File: src/rtl/seg7_pkg.sv
// Shared types and segment decode for the stopwatch seven-segment display stage.
// Segment codes are active-low, bit order {dp,g,f,e,d,c,b,a}.
package seg7_pkg;

  localparam logic [7:0] SEG_BLANK = 8'hFF;
  localparam logic [7:0] SEG_DASH  = 8'hBF;

  // gfedcba only; codes 10..15 render as a dash
  localparam logic [6:0] SEG_TABLE [16] = '{
    7'h40, 7'h79, 7'h24, 7'h30, 7'h19, 7'h12, 7'h02, 7'h78,
    7'h00, 7'h10, 7'h3F, 7'h3F, 7'h3F, 7'h3F, 7'h3F, 7'h3F
  };

  typedef enum logic [1:0] {
    SlotD0,
    SlotD1,
    SlotD2,
    SlotD3
  } slot_e;

  function automatic logic [6:0] bcd_to_seg(input logic [3:0] i_bcd);
    return SEG_TABLE[i_bcd];
  endfunction

endpackage

File: src/rtl/seg7_tick_gen.sv
// Free-running modulo-N counter; o_wrap is high during the cycle the count sits at N-1.
module seg7_tick_gen #(
  parameter int unsigned N = 4,
  localparam int unsigned W = (N > 1) ? $clog2(N) : 1
) (
  input  logic         clk,
  input  logic         rst,
  output logic [W-1:0] o_count,
  output logic         o_wrap
);

  logic [W-1:0] r_count;

  assign o_wrap  = (r_count == W'(N - 1));
  assign o_count = r_count;

  always_ff @(posedge clk or posedge rst) begin
    if (rst) begin
      r_count <= '0;
    end else if (o_wrap) begin
      r_count <= '0;
    end else begin
      r_count <= r_count + 1'b1;
    end
  end

endmodule

File: src/rtl/seg7_scan_driver.sv
// Four-digit multiplexed seven-segment driver with frame-aligned digit buffering,
// per-slot anti-ghosting guard, blanking and blinking.
module seg7_scan_driver
  import seg7_pkg::*;
#(
  parameter int unsigned REFRESH_DIV = 100000,
  parameter int unsigned GUARD       = 2000,
  parameter int unsigned BLINK_DIV   = 12500000
) (
  input  logic        clk,
  input  logic        rst,
  input  logic [15:0] digits_in,
  input  logic [3:0]  dp_in,
  input  logic [3:0]  blank_mask,
  input  logic [3:0]  blink_mask,
  input  logic        load,
  output logic [3:0]  an,
  output logic [7:0]  seg,
  output logic [1:0]  digit_sel,
  output logic        frame_start
);

  localparam int unsigned RW = $clog2(REFRESH_DIV);
  localparam int unsigned BW = $clog2(BLINK_DIV);

  logic [RW-1:0] w_ref_cnt;
  logic          w_ref_wrap;
  logic [BW-1:0] w_unused_blink_cnt;
  logic          w_blink_wrap;

  seg7_tick_gen #(.N(REFRESH_DIV)) u_refresh (
    .clk     (clk),
    .rst     (rst),
    .o_count (w_ref_cnt),
    .o_wrap  (w_ref_wrap)
  );

  seg7_tick_gen #(.N(BLINK_DIV)) u_blink (
    .clk     (clk),
    .rst     (rst),
    .o_count (w_unused_blink_cnt),
    .o_wrap  (w_blink_wrap)
  );

  slot_e       r_slot, w_slot_next;
  logic        w_frame_wrap;
  logic        r_blink_phase;
  logic [15:0] r_pend_digits, r_act_digits;
  logic [3:0]  r_pend_dp, r_act_dp;
  logic        r_pend_valid;

  always_comb begin
    w_slot_next = r_slot;
    if (w_ref_wrap) begin
      unique case (r_slot)
        SlotD0:  w_slot_next = SlotD1;
        SlotD1:  w_slot_next = SlotD2;
        SlotD2:  w_slot_next = SlotD3;
        SlotD3:  w_slot_next = SlotD0;
        default: w_slot_next = SlotD0;
      endcase
    end
  end

  assign w_frame_wrap = w_ref_wrap && (r_slot == SlotD3);

  always_ff @(posedge clk or posedge rst) begin
    if (rst) begin
      r_slot        <= SlotD0;
      r_blink_phase <= 1'b0;
    end else begin
      r_slot <= w_slot_next;
      if (w_blink_wrap) r_blink_phase <= ~r_blink_phase;
    end
  end

  // A load coinciding with the frame boundary goes straight to the active copy.
  always_ff @(posedge clk or posedge rst) begin
    if (rst) begin
      r_pend_digits <= '0;
      r_pend_dp     <= '0;
      r_pend_valid  <= 1'b0;
      r_act_digits  <= '0;
      r_act_dp      <= '0;
    end else if (w_frame_wrap) begin
      if (load) begin
        r_act_digits <= digits_in;
        r_act_dp     <= dp_in;
      end else if (r_pend_valid) begin
        r_act_digits <= r_pend_digits;
        r_act_dp     <= r_pend_dp;
      end
      r_pend_valid <= 1'b0;
    end else if (load) begin
      r_pend_digits <= digits_in;
      r_pend_dp     <= dp_in;
      r_pend_valid  <= 1'b1;
    end
  end

  logic [1:0] w_idx;
  logic [3:0] w_digit;
  logic       w_lit;
  logic [3:0] w_an_next;
  logic [7:0] w_seg_next;

  always_comb begin
    w_idx      = r_slot;
    w_digit    = r_act_digits[{w_idx, 2'b00} +: 4];
    w_lit      = (w_ref_cnt >= RW'(GUARD)) && !blank_mask[w_idx] &&
                 !(blink_mask[w_idx] && r_blink_phase);
    w_an_next  = 4'hF;
    w_seg_next = SEG_BLANK;
    if (w_lit) begin
      w_an_next  = ~(4'b0001 << w_idx);
      w_seg_next = {~r_act_dp[w_idx], bcd_to_seg(w_digit)};
    end
  end

  logic [3:0] r_an;
  logic [7:0] r_seg;
  logic [1:0] r_digit_sel;
  logic       r_frame_start;

  always_ff @(posedge clk or posedge rst) begin
    if (rst) begin
      r_an          <= 4'hF;
      r_seg         <= SEG_BLANK;
      r_digit_sel   <= 2'd0;
      r_frame_start <= 1'b0;
    end else begin
      r_an          <= w_an_next;
      r_seg         <= w_seg_next;
      r_digit_sel   <= w_idx;
      r_frame_start <= w_frame_wrap;
    end
  end

  assign an          = r_an;
  assign seg         = r_seg;
  assign digit_sel   = r_digit_sel;
  assign frame_start = r_frame_start;

endmodule

File: config.mk
export PLATFORM = sky130hd
export DESIGN_NAME = seg7_scan_driver
export DESIGN_NICKNAME = d
export VERILOG_FILES = /design/src/rtl/seg7_pkg.sv /design/src/rtl/seg7_tick_gen.sv /design/src/rtl/seg7_scan_driver.sv
export SDC_FILE = /design/constraint.sdc
export NUM_CORES = 1
export LEC_CHECK = 0
export ABC_AREA = 1
export BUFFER_PORTS_ARGS = -buffer_cell sky130_fd_sc_hd__buf_4
export CAP_MARGIN = 5
export CORE_UTILIZATION = 60
export DETAILED_ROUTE_END_ITERATION = 10
export PLACE_DENSITY_LB_ADDON = 0.08
export SKIP_CTS_REPAIR_TIMING = 1
export SLEW_MARGIN = 20
export SYNTH_ARGS = -nofsm -noshare
export SYNTH_HDL_FRONTEND = slang
export SYNTH_SLANG_ARGS = --single-unit
File: constraint.sdc
create_clock -name clk -period 4 [get_ports clk]
set_input_delay 0.8 -clock clk [delete_from_list [all_inputs] [get_ports clk]]
set_output_delay 0.8 -clock clk [all_outputs]
set_load 0.05 [all_outputs]
======== After elaboration in Yosys (flattened, before gate mapping) ========
Memories as Yosys holds them, arrays and structs flattened.
Index checks and enable logic that the tools add are counted.
operators by class
  $add $sub $neg .......................... 2
  reduce and logical (&&, ||, !) cells .... 11
  bitwise logic cells ..................... 5
  shift operators ......................... 2
  $lt $le $gt $ge ......................... 3
  mux-type cells .......................... 19
  eq/ne operators ......................... 5
operators by type and width
  kind                   count
  $mux 16                2
  $add 24x1->24 const B  1
  $eq 24x24->1 const B   1
  $mux 24                1
  $add 17x1->17 const B  1
  $eq 17x17->1 const B   1
  $ge 17x11->1 const B   1
  $mux 17                1
  $shiftx 16x5->4        1
  $mux 7                 2
  $mux 4                 3
  $mux 8                 1
  $pmux 2 s4             1
  $bmux 1 s2             3
  $ge 5x5->1 const B     1
  $mux 1                 5
  $not 4->5              1
  $eq 2x2->1 const B     2
  $logic_and 1x1->1      4
  $not 4->4              1
  $reduce_and 2->1       2
  $reduce_bool 2->1      2
  $shl 1x2->4 const A    1
  $lt 2x3->1 const B     1
  4 further kinds        7
storage, ports and cells
  register bits ........................... 100
  logic and storage cells ................. 61
  memories kept ........................... 1
  input bits .............................. 31
  memory bits (read-only) ................. 112
memories
  name              depth  width  rd ports  clocked after memory_dff  wr ports  RTL line        source
  (name not given)  16     7      1         0                         0         seg7_pkg.sv:22  return SEG_TABLE[i_bcd];

======== Longest topological paths before layout ========
  word-level depth ........................ 6
  gate-level depth with buffers ........... 12

======== By module ========
From an unflattened synthesis, not the netlist that was laid out.
unflattened totals
  cells, all modules ...................... 638
  area total of the unflattened synthesis .. 5301.3 sq um
by module, submodules not included
  module                     area each (sq um)  times used  cells each
  seg7_scan_driver           2920.3             1           301
  seg7_tick_gen (u_blink)    1403.8             1           193
  seg7_tick_gen (u_refresh)  977.2              1           144

======== Least setup slack after synthesis ========
Ideal clock, no wire load.
  kind .................................... input to register
  start ................................... input port load
  end ..................................... register r_act_digits[10]
  data required time ...................... 3.883 ns
  path slack .............................. 2.180 ns
  path buffers ............................ 2
  stages on the path ...................... 5
  data arrival time ....................... 1.703 ns
  path through ............................ clkbuf_1 -> buf_2 -> mux2_2 -> nand4_1 -> nand2_1
on the way
  word-level cells in the longest chain between the ends .. 2
  elaborated cells on any way between the ends .. 3
  those cells by class .................... 1 x mux; 2 x reduce/logical
RTL lines
  element                             RTL line                source
  from (decl)                         seg7_scan_driver.sv:16  input logic load,
  $reduce_bool 2->1 (no source line)  -
  $reduce_and 2->1 (no source line)   -
  to (signal assigned)                seg7_scan_driver.sv:87  r_act_digits <= digits_in;
  to (signal assigned)                seg7_scan_driver.sv:90  r_act_digits <= r_pend_digits;
  to (decl)                           seg7_scan_driver.sv:48  logic [15:0] r_pend_digits, r_act_digits;
Several ways; a longest one is shown, not always the timed one.
A chain may end at the register's enable or synchronous reset.

======== Worst setup path in the final report ========
  start ................................... register r_slot[0]
  end ..................................... register r_pend_digits[14]
on the way
  word-level cells in the longest chain between the ends .. 4
RTL lines
  element                            RTL line                source
  from (decl)                        seg7_scan_driver.sv:45  slot_e r_slot, w_slot_next;
  from (signal assigned)             seg7_scan_driver.sv:69  r_slot <= SlotD0;
  from (signal assigned)             seg7_scan_driver.sv:72  r_slot <= w_slot_next;
  $eq 2x2->1                         seg7_scan_driver.sv:65  assign w_frame_wrap = w_ref_wrap && (r_slot == SlotD3);
  $logic_and 1x1->1                  seg7_scan_driver.sv:65
  $not 1->1 (no source line)         -
  $reduce_and 2->1 (no source line)  -
  to (signal assigned)               seg7_scan_driver.sv:95  r_pend_digits <= digits_in;
  to (decl)                          seg7_scan_driver.sv:48
No other way between the ends.

==> reports/metrics.cfg <==
[global_routing]
grt_max_degree=85
grt_usage_pct=27.18
grt_pass1_vias=4390
gr-total-overflow=0
antenna_found_initial=0
grt_pass1_wl_um=19200

[yosys]
synth_common_cells=208 x nand2_1, 95 x nor2_1, 88 x dfrtp_1
syn_inst=675
synth_edf_count=0
synth-seq-cells=100
synth_async_sr_flop_share_pct=100.0
synth.distinct_cells=28
synth_area_leaders=dfrtp_1 41%, nand2_1 15%, nor2_1 6.7%, nand3_1 6.4%, dfstp_2 5.9%
synth_warnings=0
yosysMostFrequentCell=nand2_1
synth_seq_area_share_pct=47.09
ys.flop_type=dfrtp_1
avgSynthCellArea_sq_um=7.921
synth_area_sq_um=5346
synthesis.nets=719
synth_top_cell_by_area=dfrtp_1
synth_top_area_share_pct=41.19

[min_path]
hold_class=register to register
hold_depth=2

[final_layout]
nFillCells=750
fin_cells=822
layout-drive-gt1-share_pct=15.13
n_antenna_cell=0
finalNetCount=753
area_delta_synth_final_pct=10.62

[worst_setup_path]
slowest_delay_ns=0.77
critical_path_class=register to register
cp_slowest_cell=dfrtp_1
critPathArrivalTime_ns=3.06
path_common_cell=nand2_1
critPathLaunchType=register
crit_path_max_fanout=24
path_cells=ha_1 > buf_4 > nand3_1 > nand2_2 > nand2_1 > nand2_1
cp.required_ns=4.30
end_kind=register
r2r_cells=6

[placement]
post-place-cells=806
numPortBuffers=45
place_congestion=0.9594
dp_hpwl_um=8256
dpl_worst_slack_ns=1.291

[floorplanning]
die-area_sq_um=9292
fp.coreArea_sq_um=8678
start_util_pct=61.61
row_count=34
die_w_um=96.40
ios=46
die_h_um=96.40

[pwr]
ir_drop_mv=0.2270
p_leak_nw=2.909
powerDensity_nw_per_um2=317.7
finalPower_w=0.001879

[detailed_routing]
wirelength_um=11440
post_drt_wl_per_cell_um=13.91
ant_nets=0
drc=0
num_vias=4454
first_iter_violations=224
firstDrtPassIters=4
via_per_inst=5.418

[clocking]
cts_root_buf=clkbuf_8
insertion_delay_ns=0.36
cts.path.max_buffers=2
cts_tree=built
cts.clk_slew.worst_paths_ns=0.10
numCtsBuffers=9
htree_levels=3
cts_sinks=100

[timing]
final.period_utilization_pct=69.10
rsz0062_at_grt=false
setup_viol=0
maxSlewViolCount=0
max_freq_mhz=361.8
min_period_ns=2.764
tns_ns=0
hold_viol=0
tightest_slew_ns=0.7985
maxSlewHeadroom_pct=46.62
fin_ws_ns=1.236
fin_skew_ns=0.01528

[outcome]
status=finished, final reports clean

[flow_run]
drv_cap=0

flip-flops by register name (all words and copies together) (netlist names):
register / flops
frame_start: 1
r_slot: 2
r_blink_phase: 1
r_pend_dp: 4
u_refresh.o_count: 17
r_pend_valid: 1
seg: 8
r_act_digits: 16
r_pend_digits: 16
u_blink.o_count: 24
an: 4
digit_sel: 2
r_act_dp: 4
layout make-up:
cell class,count,area [sq um],share of cell area [%]
flip-flops and latches,100,2517,42.56
multi-input cells,487,2429,41.06
repair buffers,47,352.8,5.966
inverters,64,245.2,4.146
clock buffers,11,151.4,2.560
well taps,108,135.1,2.285
clock inverters,5,83.83,1.417
placed cells by master (no fill, tap or decap):
cell / netlist / final
clkbuf_8: 0 / 11
ha_1: 13 / 13
o21ai_0: 10 / 10
nand3_1: 68 / 68
xor2_1: 20 / 20
nor2_4: 1 / 1
mux2_2: 20 / 20
inv_1: 58 / 57
inv_2: 6 / 6
clkinvlp_4: 0 / 2
o22ai_1: 1 / 1
o21ai_1: 1 / 1
nand3b_1: 2 / 2
and2_1: 1 / 1
nand2_1: 208 / 208
bufinv_16: 0 / 2
xnor2_1: 3 / 3
clkinv_4: 0 / 1
nand3_2: 2 / 2
a21oi_1: 4 / 4
inv_6: 0 / 1
nand2_2: 2 / 2
buf_4: 7 / 47
nor3_1: 8 / 8
nand4_1: 27 / 27
nor2_2: 1 / 1
nor2_1: 95 / 95
dfrtp_1: 88 / 88
dfstp_2: 12 / 12
critical path, delay by kind of cell (launching register included):
family | cells | cell delay, ns
fa+ha+maj | 1 | 0.26
buf+inv | 1 | 0.26
flops | 1 | 0.77
simple gates | 4 | 1.40
logic make-up after synthesis:
group | share of synthesized area, %
multiplexers | 4.213
AND/OR/NAND/NOR | 32.88
XOR/XNOR | 3.768
adder cells (fa/ha/maj) | 3.042
flip-flops | 47.09
AO/OA/AOI/OAI | 1.521
buffers and inverters | 7.489
worst paths after layout:
kind,slack [ns],start,endpoint
max in group asynchronous,2.64,rst,seg[1]
min,0.48,r_pend_digits[4],r_pend_digits[4]
max reg2reg,1.24,r_slot[0],r_pend_digits[14]
max,1.24,r_slot[0],r_pend_digits[14]
min in group asynchronous,0.57,rst,u_blink.o_count[3]
min reg2reg,0.48,r_pend_digits[4],r_pend_digits[4]
through the flow:
step / utilization (%) / area, sq um / hold slack (ns)
after floorplan: - / 5346 / 0.3964
after global placement: 65.41 / 5677 / 0.4522
after detailed placement: 65.41 / 5677 / 0.4559
after CTS: 68.12 / 5912 / 0.4812
after global routing: 68.15 / 5914 / 0.5017
final: 68.15 / 5914 / 0.4766
per-layer routing:
metal	up-vias	track usage, %	part of all wire [%]
li1	2204	-	-
met1	2128	31.08	42
met2	100	49.41	52
met3	22	4.773	3.4
met4	0	12.50	2.0
met5	-	0	0
power breakdown:
part           internal [W]  total, W  switching, W
Clock              0.000388  0.000739      0.000351
Sequential          0.00103   0.00104    0.00000941
Combinational     0.0000470  0.000102     0.0000548
(Power assumes the default switching activity.)
